`config.mk`:
```
export PLATFORM = sky130hd
export DESIGN_NAME = wb_arbiter
export DESIGN_NICKNAME = d
export VERILOG_FILES = /design/src/rtl/wb_arbiter_pkg.sv /design/src/rtl/wb_scoreboard.sv /design/src/rtl/wb_arbiter.sv
export SDC_FILE = /design/constraint.sdc
export NUM_CORES = 1
export LEC_CHECK = 0
export BUFFER_PORTS_ARGS = -buffer_cell sky130_fd_sc_hd__buf_4
export CAP_MARGIN = 0
export CORE_MARGIN = 2
export CORE_UTILIZATION = 40
export DETAILED_ROUTE_END_ITERATION = 8
export GPL_TIMING_DRIVEN = 0
export PLACE_DENSITY = 0.74
export SLEW_MARGIN = 20
export SYNTH_ARGS = -nofsm -noshare
export SYNTH_HDL_FRONTEND = slang
export SYNTH_SLANG_ARGS = --single-unit
export TNS_END_PERCENT = 50
```
`constraint.sdc`:
```
create_clock -name clk -period 3.25 [get_ports clk]
set_input_delay 0 -clock clk [delete_from_list [all_inputs] [get_ports clk]]
set_output_delay 0 -clock clk [all_outputs]
set_load 0.02 [all_outputs]
```
`src/rtl/wb_arbiter_pkg.sv`:
```
// Shared CPU constants for the writeback path.
// Defines the data and register-index widths, the register count, and the
// encoding of the round-robin grant state. Every writeback module imports it.
package wb_arbiter_pkg;

  localparam int DATA_W   = 32;
  localparam int IDX_W    = 5;
  localparam int NUM_REGS = 1 << IDX_W;

  // last_grant encoding: which requester won the most recent transfer.
  typedef enum logic {
    GRANT_ALU = 1'b0,
    GRANT_MEM = 1'b1
  } grant_e;

endpackage

```
`src/rtl/wb_scoreboard.sv`:
```
// Busy scoreboard for registers that have an outstanding load.
// One bit per architectural register. A reserve sets a bit and a load
// writeback clears it. Two combinational lookup ports serve decode.
// Ports:
//   clk, reset             clock, synchronous active-low reset (clears all bits)
//   set_valid, set_idx     reserve request (index 0 is never marked busy)
//   clr_valid, clr_idx     clear request from a load writeback
//   lk1_idx/lk1_busy       lookup port 1
//   lk2_idx/lk2_busy       lookup port 2
module wb_scoreboard
  import wb_arbiter_pkg::*;
(
  input  logic             clk,
  input  logic             reset,
  input  logic             set_valid,
  input  logic [IDX_W-1:0] set_idx,
  input  logic             clr_valid,
  input  logic [IDX_W-1:0] clr_idx,
  input  logic [IDX_W-1:0] lk1_idx,
  output logic             lk1_busy,
  input  logic [IDX_W-1:0] lk2_idx,
  output logic             lk2_busy
);

  logic [NUM_REGS-1:0] busy;
  logic [NUM_REGS-1:0] busy_next;

  // The set is applied after the clear. When a reserve and a clear hit the
  // same index in one cycle, the reserve therefore wins: a new load has
  // claimed the register while the old one retires.
  always_comb begin
    // NOTE: default every combinational output first so no path leaves it unassigned (no latch).
    busy_next = busy;
    if (clr_valid) busy_next[clr_idx] = 1'b0;
    if (set_valid && (set_idx != '0)) busy_next[set_idx] = 1'b1;
  end

  always_ff @(posedge clk) begin
    // NOTE: this bit array is live pipeline state, not a data store, so it must be reset.
    if (!reset) begin
      busy <= '0;
    end else begin
      // NOTE: sequential state uses non-blocking assignment so all flops update together.
      busy <= busy_next;
    end
  end

  assign lk1_busy = busy[lk1_idx];
  assign lk2_busy = busy[lk2_idx];

endmodule

```
`src/rtl/wb_arbiter.sv`:
```
// Register-file writeback arbiter with a load-use scoreboard.
// Two requesters, the ALU and the load unit, compete for the single
// register-file write port. Grants are combinational round-robin. The
// write strobe, index and data are registered. A busy scoreboard tracks
// destinations of outstanding loads and stalls decode when a source is busy.
// Ports:
//   clk, reset                        clock, synchronous active-low reset
//   alu_req/alu_dest/alu_data         ALU writeback request
//   alu_ready                         ALU accepted this cycle
//   mem_req/mem_dest/mem_data         load writeback request
//   mem_ready                         load accepted this cycle
//   rsv_valid/rsv_dest                reserve a destination for a pending load
//   chk_src1/chk_src2                 decode source indices
//   stall                             decode must hold
//   rf_write_enable/rf_dest/rf_data   register-file write port
//   rf_dest_sel                       always 1, selects the explicit dest field
module wb_arbiter
  import wb_arbiter_pkg::*;
(
  input  logic              clk,
  input  logic              reset,
  input  logic              alu_req,
  input  logic [IDX_W-1:0]  alu_dest,
  input  logic [DATA_W-1:0] alu_data,
  output logic              alu_ready,
  input  logic              mem_req,
  input  logic [IDX_W-1:0]  mem_dest,
  input  logic [DATA_W-1:0] mem_data,
  output logic              mem_ready,
  input  logic              rsv_valid,
  input  logic [IDX_W-1:0]  rsv_dest,
  input  logic [IDX_W-1:0]  chk_src1,
  input  logic [IDX_W-1:0]  chk_src2,
  output logic              stall,
  output logic              rf_write_enable,
  output logic [IDX_W-1:0]  rf_dest,
  output logic [DATA_W-1:0] rf_data,
  output logic              rf_dest_sel
);

  grant_e last_grant;
  logic   alu_fire;
  logic   mem_fire;
  logic   src1_busy;
  logic   src2_busy;

  // A lone requester always wins. Under contention the requester that did
  // not win last time wins. Nothing is granted during reset, so a request
  // held across reset is dropped.
  always_comb begin
    alu_ready = 1'b0;
    mem_ready = 1'b0;
    if (reset) begin
      alu_ready = alu_req && (!mem_req || (last_grant == GRANT_MEM));
      mem_ready = mem_req && (!alu_req || (last_grant == GRANT_ALU));
    end
  end

  assign alu_fire = alu_req && alu_ready;
  assign mem_fire = mem_req && mem_ready;

  // last_grant resets to MEM so the ALU wins the first contention.
  // A dest-0 transfer is still consumed but never strobes the register file.
  always_ff @(posedge clk) begin
    if (!reset) begin
      last_grant      <= GRANT_MEM;
      rf_write_enable <= 1'b0;
      rf_dest         <= '0;
      rf_data         <= '0;
    end else if (alu_fire) begin
      last_grant      <= GRANT_ALU;
      rf_write_enable <= (alu_dest != '0);
      rf_dest         <= alu_dest;
      rf_data         <= alu_data;
    end else if (mem_fire) begin
      last_grant      <= GRANT_MEM;
      rf_write_enable <= (mem_dest != '0);
      rf_dest         <= mem_dest;
      rf_data         <= mem_data;
    end else begin
      rf_write_enable <= 1'b0;
    end
  end

  // Only load writebacks retire a reservation. ALU results never touch the
  // scoreboard.
  wb_scoreboard u_scoreboard (
    .clk       (clk),
    .reset     (reset),
    .set_valid (rsv_valid),
    .set_idx   (rsv_dest),
    .clr_valid (mem_fire),
    .clr_idx   (mem_dest),
    .lk1_idx   (chk_src1),
    .lk1_busy  (src1_busy),
    .lk2_idx   (chk_src2),
    .lk2_busy  (src2_busy)
  );

  // No bypass: decode waits until the load's write has landed, which is the
  // cycle after the clearing transfer.
  assign stall = (src1_busy && (chk_src1 != '0)) ||
                 (src2_busy && (chk_src2 != '0));

  assign rf_dest_sel = 1'b1;

endmodule

```
# == After elaboration in Yosys (flattened, before gate mapping) ==
# Cells that the tools add are included.
# totals
register_bits,71
latch_bits,0
ramBits,0
rom_bits,0
input_bits,94
out_inout_bits,42
elab_cells,55
n_memories,0
# op_classes
add_sub_neg,0
n_mul,0
div_mod_pow,0
magnitude_cmp,6
eq_ne,0
shift,0
n_mux,20
bitwise_logic,4
n_reduce_logical,20
# ops
op,n
two-way mux 32 bit,4
bitwise AND 32 bit,1
NOT 32 bit,1
bitwise OR 32 bit,1
nonzero test 5 bit,5
"< comparator 5 x 6 -> 1 bit, second input constant",4
binary-select mux 1 bit (select 5 bit),2
demux 1 bit (select 5 bit),2
"greater-or-equal comparator 5 x 1 -> 1 bit, second input constant",2
two-way mux 1 bit,10
two-way mux 5 bit,2
logical AND 1 bit,9
logical OR 1 bit,3
logical NOT 1 bit,2
nonzero test 2 bit,1
NOT 1 bit,1

# == Depth between registers and ports, before layout ==
# Gate-level depths: netlist of the first run.
# logic_depth
depth_word,9
ltp_mapped,8
ltp_nobuf,6

# == Cells and area by module ==
# From an unflattened synthesis of the first run, not the netlist that was laid out.
# hier_totals
hier_cells,483
area_unflattened_um2,3968.8
# by_module_without_submodules
module,instances,cells_per_inst,area_per_inst_um2,seq_area_each_um2
wb_scoreboard,1,242,2003.2,640.6
wb_arbiter,1,241,1965.6,780.7

# == Least setup slack after synthesis of the first run ==
# No wires, ideal clock.
# synth_path
kind,register to output
startpoint,register u_scoreboard.busy[15]
endpoint,output stall
t_arrival_ns,1.509
slack_ns,1.741
stages_incl_launch_ff,6
cell_sequence,dfxtp_1 mux4_2 and4b_1 nor4_2 o31a_1 nand3b_1
# synth_between
elab_chain_cells,4
word_cells_on_any_way,7
cone_classes,4 x mux; 3 x reduce/logical
# synth_lines
element,line,source
start: declaration,wb_scoreboard.sv:25,logic [NUM_REGS-1:0] busy;
start signal: assignment,wb_scoreboard.sv:44,busy <= busy_next;
binary-select mux 1 bit (select 5 bit) (on tied branches),"wb_scoreboard.sv:48, wb_scoreboard.sv:49",
two-way mux 1 bit (on tied branches),"wb_scoreboard.sv:48, wb_scoreboard.sv:49",
logical AND 1 bit (on tied branches),"wb_arbiter.sv:102, wb_arbiter.sv:103",
logical OR 1 bit *,wb_arbiter.sv:102,assign stall = (src1_busy && (chk_src1 != '0)) ||
end: declaration,wb_arbiter.sv:34,"output logic stall,"
# Every way passes the cells marked *; elsewhere a longest branch is shown, timed or not. The select of a mux whose other input is x is not followed.

# == Final worst setup path of the first run ==
# layout_path
startpoint,input alu_req
endpoint,register rf_data[17]
# layout_between
elab_chain_cells,6
word_cells_on_any_way,10
cone_classes,3 x mux; 7 x reduce/logical
# layout_lines
element,line,source
start: declaration,wb_arbiter.sv:22,"input logic alu_req,"
logical NOT 1 bit,wb_arbiter.sv:55,mem_ready = mem_req && (!alu_req || (last_grant == GRANT_ALU));
logical OR 1 bit,wb_arbiter.sv:55,
logical AND 1 bit,wb_arbiter.sv:55,
two-way mux 1 bit,wb_arbiter.sv:53,if (reset) begin
logical AND 1 bit,wb_arbiter.sv:60,assign mem_fire = mem_req && mem_ready;
nonzero test 2 bit (no line),-,
end signal: assignment,wb_arbiter.sv:74,rf_data <= alu_data;
end signal: assignment,wb_arbiter.sv:79,rf_data <= mem_data;
end: declaration,wb_arbiter.sv:37,"output logic [DATA_W-1:0] rf_data,"
# Several ways; a longest one is shown, not always the timed one.
# A chain may end at the register's enable or synchronous reset.

==> results.yml, run 1 <==
final_layout:
  nNetsFinal: 728
  layout_commonest_cell: "buf_4"
  utilization: 0.610
  n_antenna_cell: 0
  final_cell_mix: "buf_4 (122), nand2_1 (99), dfxtp_1 (71)"
  syn2layout_area_growth_pct: 49.5
  drive_gt1_frac: 0.243
outcome:
  status: "finished, final reports clean"
sta:
  finalMaxSlewViolations: 0
  setup_slack_ns: 0.838
  fin_crit_ns: 2.41
  rsz0062_at_grt: "false"
  relSlewSlack: 0.520
  max_slew.worst_pin.slew_ns: 0.720
  period_share: 0.742
  fin_skew_ns: 0.0123
  finalSetupTns_ns: 0
  hold_viol: 0
  final-setup-viol-count: 0
  max_freq_mhz: 415
worst_setup_path:
  critical_path.max_fanout: 10
  path_delay_family: "buffers and inverters"
  r2r_end: "rf_data[23]$_SDFFE_PN0P_"
  cp-end-kind: "flop"
  worstSetupStartpointType: "input port"
  critPathKind: "in2reg"
  timing.rr.start: "last_grant$_SDFFE_PN1P_"
  cp-startpoint: "alu_req"
  crit_end: "rf_data[17]$_SDFFE_PN0P_"
  worst-path-buf-inv: 6
  worstRegToRegCells: 8
  crit_cells: 11
  critPathMaxStageDelay_ns: 0.56
  regToRegSetupSlack_ns: 0.84
  slowest_stage: "dlygate4sd3_1"
  crit_required_ns: 3.54
  worstPathCellList: "dlygate4sd3_1 -> buf_4 -> nand2_1 -> nand3_1 -> inv_1 -> buf_2 -> buf_1 -> nand2_1 -> nand3_1 -> o211a_1 -> dlygate4sd3_1"
  arrival_ns: 2.70
power_and_ir_drop:
  power.leakage_nw: 2.57
  p_per_area_nw_per_um2: 387
  ir_drop_mv: 0.330
drt:
  ant_nets: 0
  drt_iter0_markers: 233
  post_drt_via_cell_ratio: 5.70
  firstDrtPassIters: 5
  wl_um: 13600
  via_count: 4272
  wl_per_cell_um: 18.1
  drc: 0
synth:
  synthAdderAreaFrac: 0
  syn_nets: 535
  synth_top_family_by_area: "simple AND/OR/NAND/NOR gates"
  ys_seq_area_frac: 0.381
  synth_compound_area_frac: 0.234
  synth-xor-area-share: 0
  ys_seq_elements: 71
  synthCells: 441
  syn_area_um2: 3730
  synth-simple-area-share: 0.238
  synthMuxAreaShare: 0.0972
  avgSynthCellArea_um2: 8.46
  ys_types: 40
  yosysWarningCount: 0
die:
  die_y_um: 101
  start_util: 0.408
  core_area_um2: 9150
  die_area_um2: 10100
  std_cell_rows: 35
  io_pins: 136
  die_w_um: 101
global_routing:
  antenna_found_initial: 0
  grt_overflow: 0
  grt_max_degree: 13
  grt_pass1_vias: 4328
  track_usage: 0.270
  grt_pass1_wl_um: 21400
clock_tree:
  numCtsBuffers: 9
  cts_setup_buffers: 0
  clockBufferDepth: 2
  clock-root-buffer: "clkbuf_8"
  cts_sinks: 71
  cts_tree: "yes"
  path_clk_slew_ns: 0.08
  h-tree-depth: 3
  clk_latency_ns: 0.35
placed_design:
  portBuffers: 121
  place_congestion: 0.888
  dp_slack_ns: 1.44
  dp_hpwl_um: 8920
worst_hold_path:
  hold_class: "in2reg"
job:
  cap_violations: 0
-- stage by stage --
| step | power, mW | hold slack (ns) | instance area (um^2) | cells |
|---|---|---|---|---|
| after floorplan | 1.19 | 0.0979 | 3730 | 441 |
| after global routing | 2.24 | 0.0172 | 5580 | 750 |
| after CTS | 2.14 | 0.00265 | 5580 | 750 |
| final | 2.16 | 0.00404 | 5580 | 750 |
| after detailed placement | 1.39 | 0.212 | 4780 | 673 |
| after global placement | 1.38 | 0.211 | 4780 | 673 |
-- synth_stat cells, drive strengths merged --
cell type  number  area share
o221ai          2      0.0047
nor3            5      0.0067
nor3b           1      0.0020
a31oi           4      0.0067
buf             8       0.012
nand2b          2      0.0034
a21boi         33       0.066
o22ai           1      0.0017
a21oi           3      0.0040
or3             2      0.0034
a32oi           1      0.0023
o31a            1      0.0023
or3b            2      0.0047
o211a          34       0.091
nor2b           2      0.0034
nand4           4      0.0067
nand3b          7       0.014
mux2i           4       0.011
nor4bb          2      0.0054
nand3          46       0.062
nand4b          1      0.0023
nand2          99        0.10
a22oi           2      0.0040
and4b           2      0.0054
or4             2      0.0040
inv             5      0.0050
mux4           14       0.086
nor4            1      0.0034
o32ai           1      0.0023
clkbuf         32       0.032
conb            1      0.0010
dfxtp          71        0.38
o211ai          2      0.0040
and2            1      0.0017
nor2           10       0.010
o21ai          33       0.044
-- power breakdown --
part,total [mW],internal (mW),switching [mW]
combinational,0.512,0.256,0.256
sequential,0.941,0.914,0.0272
clock,0.705,0.355,0.349
-- routing by layer --
metal  track usage  wire [um]  share of wire
met5             0          0              0
met4         0.114        393          0.029
met3        0.0555       1030          0.076
met2         0.476       6830           0.50
met1         0.317       5310           0.39
-- flip-flops by register name, summed over array words and instances, names as in the netlist --
name and count:
rf_dest 5, rf_write_enable 1, u_scoreboard.busy 32, rf_data 32
last_grant 1
-- timing repair --
| action | in CTS | in global routing |
|---|---|---|
| hold endpoints to repair | 41 | 0 |
| hold buffers | 61 | 0 |
| gates resized for setup | 0 | 0 |
-- worst reg2reg max path, cell delays in order, from the launching register on --
cell	delay, ns
dfxtp_1	0.35
nand2_1	0.08
nand3_1	0.14
clkbuf_1	0.40
clkbuf_1	0.44
nand2_1	0.13
nand3_1	0.12
o211a_1	0.16
dlygate4sd3_1	0.54
-- worst min-delay path by stage --
stage	endpoint	from	depth (start not counted)	slack (ns)
after detailed placement	u_scoreboard.busy[0]$_SDFF_PN0_	mem_req	2	0.21
after CTS	rf_data[0]$_SDFFE_PN0P_	mem_data[0]	4	0.003
after floorplan	u_scoreboard.busy[0]$_SDFF_PN0_	mem_req	1	0.1
after global placement	u_scoreboard.busy[0]$_SDFF_PN0_	mem_req	2	0.21
after global routing	rf_data[0]$_SDFFE_PN0P_	mem_data[0]	4	0.02
final	rf_data[0]$_SDFFE_PN0P_	mem_data[0]	4	0.004
-- final cells by class --
class	instances	area, um^2
Clock inverter	5	58.8
Fill cell	755	3570
Inverter	5	18.8
Sequential cell	71	1420
Buffer	40	165
Tap cell	111	139
Clock buffer	11	131
Timing Repair Buffer	182	1520
Multi-Input combinational cell	325	2130
-- logic make-up (layout without fill, tap and decap cells) --
logic type             count (synthesis)  in the layout
muxes                                 18             18
and+or+nand+nor                      189            189
other                                  1              1
buffers and inverters                 45            243
AOI/OAI and AO/OA                    117            117
DFF                                   71             71
No activity file was read; power rests on OpenSTA's default activity.
==> run 2: changes to the inputs <==
- PLACE_DENSITY: 0.74 -> 0.76
- clock period: 3.25 -> 1.9 ns (I/O delays scaled with it)
==> run 2 against run 1 <==
  * The run now ends with setup timing left
  * Sequential share of layout area down 0.40 points
  * Die area unchanged
  * Flip-flop and latch count unchanged
  * Combinational power up 69%
  * Clock skew down 0.0052 ns
  * Hold slack better by 0.0028 ns
  * Setup slack worse by 0.95 ns
==> results.yml, run 2 (same netlist as run 1, synthesis figures left out) <==
drt:
  via_count: 4304
  wl_um: 13400
  post_drt_via_cell_ratio: 5.71
  drt_iter0_markers: 270
  drc: 0
  ant_nets: 0
  firstDrtPassIters: 4
  wl_per_cell_um: 17.8
sta:
  fin_crit_ns: 2.02
  holdWs_ns: 0.00684
  max_freq_mhz: 496
  relSlewSlack: 0.523
  rsz0062_at_grt: "true"
  hold_viol: 0
  finalMaxSlewViolations: 0
  finalSetupTns_ns: -0.117
  setup_slack_ns: -0.117
  period_share: 1.06
  max_slew.worst_pin.slew_ns: 0.712
  final-setup-viol-count: 1
  fin_skew_ns: 0.00711
clock_tree:
  numCtsBuffers: 9
  cts_sinks: 71
  path_clk_slew_ns: 0.08
  cts_tree: "yes"
  clk_latency_ns: 0.35
  clockBufferDepth: 2
  h-tree-depth: 3
  clock-root-buffer: "clkbuf_8"
worst_setup_path:
  cp-end-kind: "primary output"
  crit_required_ns: 1.90
  critical_path.max_fanout: 2
  worstSetupStartpointType: "flop"
  arrival_ns: 2.02
  regToRegSetupSlack_ns: 0.09
  critPathKind: "reg2out"
outcome:
  violations: "setup timing"
  status: "complete, but fails checks"
final_layout:
  final_cell_mix: "buf_4 (125), nand2_1 (99), dfxtp_1 (67)"
  layout_commonest_cell: "buf_4"
  reg_top3: "rf_data (32), u_scoreboard.busy (32), rf_dest (5)"
  drive_gt1_frac: 0.264
  syn2layout_area_growth_pct: 52.5
  nNetsFinal: 732
  utilization: 0.622
  n_antenna_cell: 0
global_routing:
  grt_overflow: 0
  grt_max_degree: 13
  grt_pass1_wl_um: 21200
  grt_pass1_vias: 4354
  track_usage: 0.267
  antenna_found_initial: 0
power_and_ir_drop:
  power.switching_mw: 1.08
  p_sw_frac: 0.269
  power_frac_seq: 0.401
  combPwrFrac: 0.216
  p_per_area_nw_per_um2: 706
  ir_drop_mv: 0.730
  p_clk_frac: 0.384
  internal_power_mw: 2.94
  power.leakage_nw: 2.61
  totalPowerFinal_mw: 4.02
die:
  std_cell_rows: 35
  start_util: 0.408
  core_area_um2: 9150
  io_pins: 136
  die_y_um: 101
  die_area_um2: 10100
  die_w_um: 101
placed_design:
  dp_hpwl_um: 9000
  portBuffers: 121
  place_congestion: 0.944
worst_hold_path:
  hold_class: "in2reg"
job:
  cap_violations: 0
[run 2: power groups by stage]
stage | clock network [mW] | registers, mW | logic (mW)
after CTS | 1.55 | 1.61 | 0.840
after floorplan | 0 | 1.71 | 0.315
after global placement | 0 | 1.64 | 0.719
after detailed placement | 0 | 1.64 | 0.739
final | 1.54 | 1.61 | 0.866
after global routing | 1.61 | 1.62 | 0.925
[run 2: final cells by class]
cell class              instances  area [um^2]
plain buffers                  40          171
clock buffers                  11          151
clock inverters                 5          104
fillers                       719         3460
inverters                       5         18.8
multi-input cells             325         2130
flip-flops and latches         71         1430
well taps                     111          139
repair buffers                186         1550
[run 2: metal layers]
layer,wire [um],GRT usage,part of all wire,vias up
met5,0,0,0,-
met4,350,0.126,0.026,0
met3,1140,0.0687,0.085,33
met2,6750,0.462,0.50,226
met1,5210,0.308,0.39,2055
li1,-,-,-,1990
[run 2: what timing repair did]
action,CTS,global route
hold buffers,61,0
pin swaps,1,1
endpoints found under the setup margin,1,21
resized for setup,4,9
endpoints found under the hold margin,41,0
buffers inserted,0,4
[run 2: final timing paths]
kind                               startpoint                  endpoint  cells past startpoint
max          u_scoreboard.busy[15]$_SDFF_PN0_                     stall                      6
min                               mem_data[1]   rf_data[1]$_SDFFE_PN0P_                      4
max reg2reg           last_grant$_SDFFE_PN1P_  rf_data[12]$_SDFFE_PN0P_                      5
min reg2reg           rf_dest[2]$_SDFFE_PN0P_   rf_dest[2]$_SDFFE_PN0P_                      2
[run 2: through the flow]
| stage | instances | instance area (um^2) | setup WS (ns) |
|---|---|---|---|
| finish | 754 | 5690 | -0.117 |
| CTS | 750 | 5650 | -0.119 |
| floorplan | 441 | 3730 | 0.391 |
| global route | 754 | 5690 | -0.190 |
| detailed placement | 673 | 4780 | 0.0884 |
| global placement | 673 | 4780 | 0.130 |
[run 2: worst max-delay path, cell delays in order (launching register included)]
cell,delay [ns]
dfxtp_2,0.33
mux4_2,0.47
and4b_1,0.21
nor4_2,0.26
o31a_1,0.17
nand3b_1,0.09
buf_6,0.14
==> run 3: changes to the inputs <==
- CORE_MARGIN: 2 -> 10
==> run 3 against run 2 <==
  * The flow still finishes with violations (setup timing)
  * Clock skew decreased by 0.00058 ns
  * Clock power decreased by 28%
  * Critical path depth unchanged
  * Sequential share of layout area increased by 0.30 points
  * Power decreased by 9.8%
  * Fmax increased by 0.49%
  * Hold slack got worse by 0.0012 ns
  * Register-to-register slack improved by 0.07 ns
  * Critical endpoint unchanged
  * Highest routed layer unchanged
==> results.yml, run 3 (same netlist as run 1, synthesis figures left out) <==
die:
  io_pins: 136
  std_cell_rows: 35
  core_area_um2: 9150
  start_util: 0.408
  die_w_um: 117
  die_y_um: 117
  die_area_um2: 13600
final_layout:
  layout_commonest_cell: "buf_4"
  utilization: 0.615
  final_cell_mix: "buf_4 (122), nand2_1 (99), dfxtp_1 (66)"
  nNetsFinal: 733
  n_antenna_cell: 0
  reg_top3: "rf_data (32), u_scoreboard.busy (32), rf_dest (5)"
  syn2layout_area_growth_pct: 50.8
  drive_gt1_frac: 0.264
  finalInstanceArea_um2: 5630
worst_setup_path:
  worstPathCellList: "mux4_2 -> and4b_1 -> nor4_2 -> o31a_1 -> nand3b_1 -> buf_6"
  worstSetupStartpointType: "flop"
  arrival_ns: 2.01
  r2r_end: "rf_data[1]$_SDFFE_PN0P_"
  worstRegToRegCells: 5
  critical_path.max_fanout: 3
  critPathKind: "reg2out"
  crit_required_ns: 1.90
  cp-end-kind: "primary output"
  timing.rr.start: "last_grant$_SDFFE_PN1P_"
  regToRegSetupSlack_ns: 0.16
  slowest_stage: "mux4_2"
  critPathMaxStageDelay_ns: 0.46
global_routing:
  grt_overflow: 0
  met3_usage: 0.0914
  use_met1: 0.259
  antenna_found_initial: 0
  grt.busiest_layer: "met2"
  track_usage: 0.232
  grtUsageMet2: 0.380
  grt_pass1_wl_um: 24700
  grt_max_degree: 14
  grt_pass1_vias: 4686
sta:
  rsz0062_at_grt: "true"
  hold_viol: 0
  max_slew.worst_pin.slew_ns: 0.626
  max_freq_mhz: 498
  period_share: 1.06
  fin_skew_ns: 0.00653
  finalMaxSlewViolations: 0
  finalSetupTns_ns: -0.107
  setup_slack_ns: -0.107
  fin_crit_ns: 2.01
  final-setup-viol-count: 1
  relSlewSlack: 0.583
  holdWs_ns: 0.00564
clock_tree:
  path_clk_slew_ns: 0.08
  clk_latency_ns: 0.35
  clock-root-buffer: "clkbuf_8"
  h-tree-depth: 3
  cts_sinks: 71
  clockBufferDepth: 2
  cts_tree: "yes"
  numCtsBuffers: 9
placed_design:
  portBuffers: 121
  place_congestion: 0.928
  placed_cell_area_um2: 4780
  dp_hpwl_um: 10300
  dp_slack_ns: 0.0894
drt:
  ant_nets: 0
  firstDrtPassIters: 5
  post_drt_via_cell_ratio: 5.81
  drt_iter0_markers: 365
  via_count: 4384
  wl_um: 15600
  wl_per_cell_um: 20.7
  drc: 0
power_and_ir_drop:
  p_per_area_nw_per_um2: 644
  ir_drop_mv: 0.513
  power.leakage_nw: 2.57
outcome:
  violations: "setup timing"
  status: "complete, but fails checks"
job:
  cap_violations: 0
worst_hold_path:
  hold_class: "in2reg"
  hp-start: "mem_data[29]"
  hold_depth: 4
  whs_endpoint: "rf_data[29]$_SDFFE_PN0P_"
[run 3: cell types whose count changed in the layout (fill, tap and decap cells not counted), sizes merged]
cell         before  now
buf             131  128
clkinv            2    3
dlygate4sd3      61   65
inv               5    7
clkbuf           45   43
bufinv            3    0
clkinvlp          0    2
[run 3: power by group]
part	internal, mW	leakage, nW	switching, mW
Sequential	1.56	0.583	0.0505
Clock	0.476	0.0858	0.633
Combinational	0.434	1.90	0.465
[run 3: critical path: cells and delay by family (launching register included)]
kind / cells / cell delay [ns]
DFF: 1 / 0.34
and+or+nand+nor: 3 / 0.54
muxes: 1 / 0.46
AOI/OAI and AO/OA: 1 / 0.18
buffers and inverters: 1 / 0.14
[run 3: worst max path at each step]
stage | from | endpoint | slack (ns) | cells past startpoint
finish | u_scoreboard.busy[14]$_SDFF_PN0_ | stall | -0.11 | 6
global route | u_scoreboard.busy[23]$_SDFF_PN0_ | stall | -0.19 | 6
CTS | u_scoreboard.busy[15]$_SDFF_PN0_ | stall | -0.14 | 6
detailed placement | last_grant$_SDFFE_PN1P_ | rf_data[14]$_SDFFE_PN0P_ | 0.09 | 7
global placement | last_grant$_SDFFE_PN1P_ | rf_data[18]$_SDFFE_PN0P_ | 0.14 | 7
floorplan | u_scoreboard.busy[15]$_SDFF_PN0_ | stall | 0.39 | 5
[run 3: repair_timing]
item | CTS | global route
hold endpoints to repair | 39 | 0
hold buffers | 65 | 0
pin swaps | 2 | 1
resized for setup | 3 | 15
endpoints found under the setup margin | 1 | 21
buffers inserted | 1 | 0
[run 3: final cells by class]
type | count | area [um^2]
fill | 724 | 3520
multi-input combinational | 325 | 2130
timing repair buffer | 187 | 1570
sequential | 71 | 1430
buffer | 40 | 174
tap | 111 | 139
clock buffer | 9 | 124
clock inverter | 7 | 47.5
inverter | 5 | 18.8
[run 3: routing by layer]
metal | routed length, um | up-vias
li1 | - | 1990
met1 | 5690 | 2062
met2 | 7340 | 283
met3 | 2070 | 49
met4 | 532 | 0
met5 | 0 | -
[run 3: metrics by stage]
step | cells | total power, mW
2_1_floorplan | 441 | 2.03
3_3_place_gp | 673 | 2.36
3_5_place_dp | 673 | 2.39
4_1_cts | 755 | 3.58
5_1_grt | 755 | 3.75
6_report | 755 | 3.62
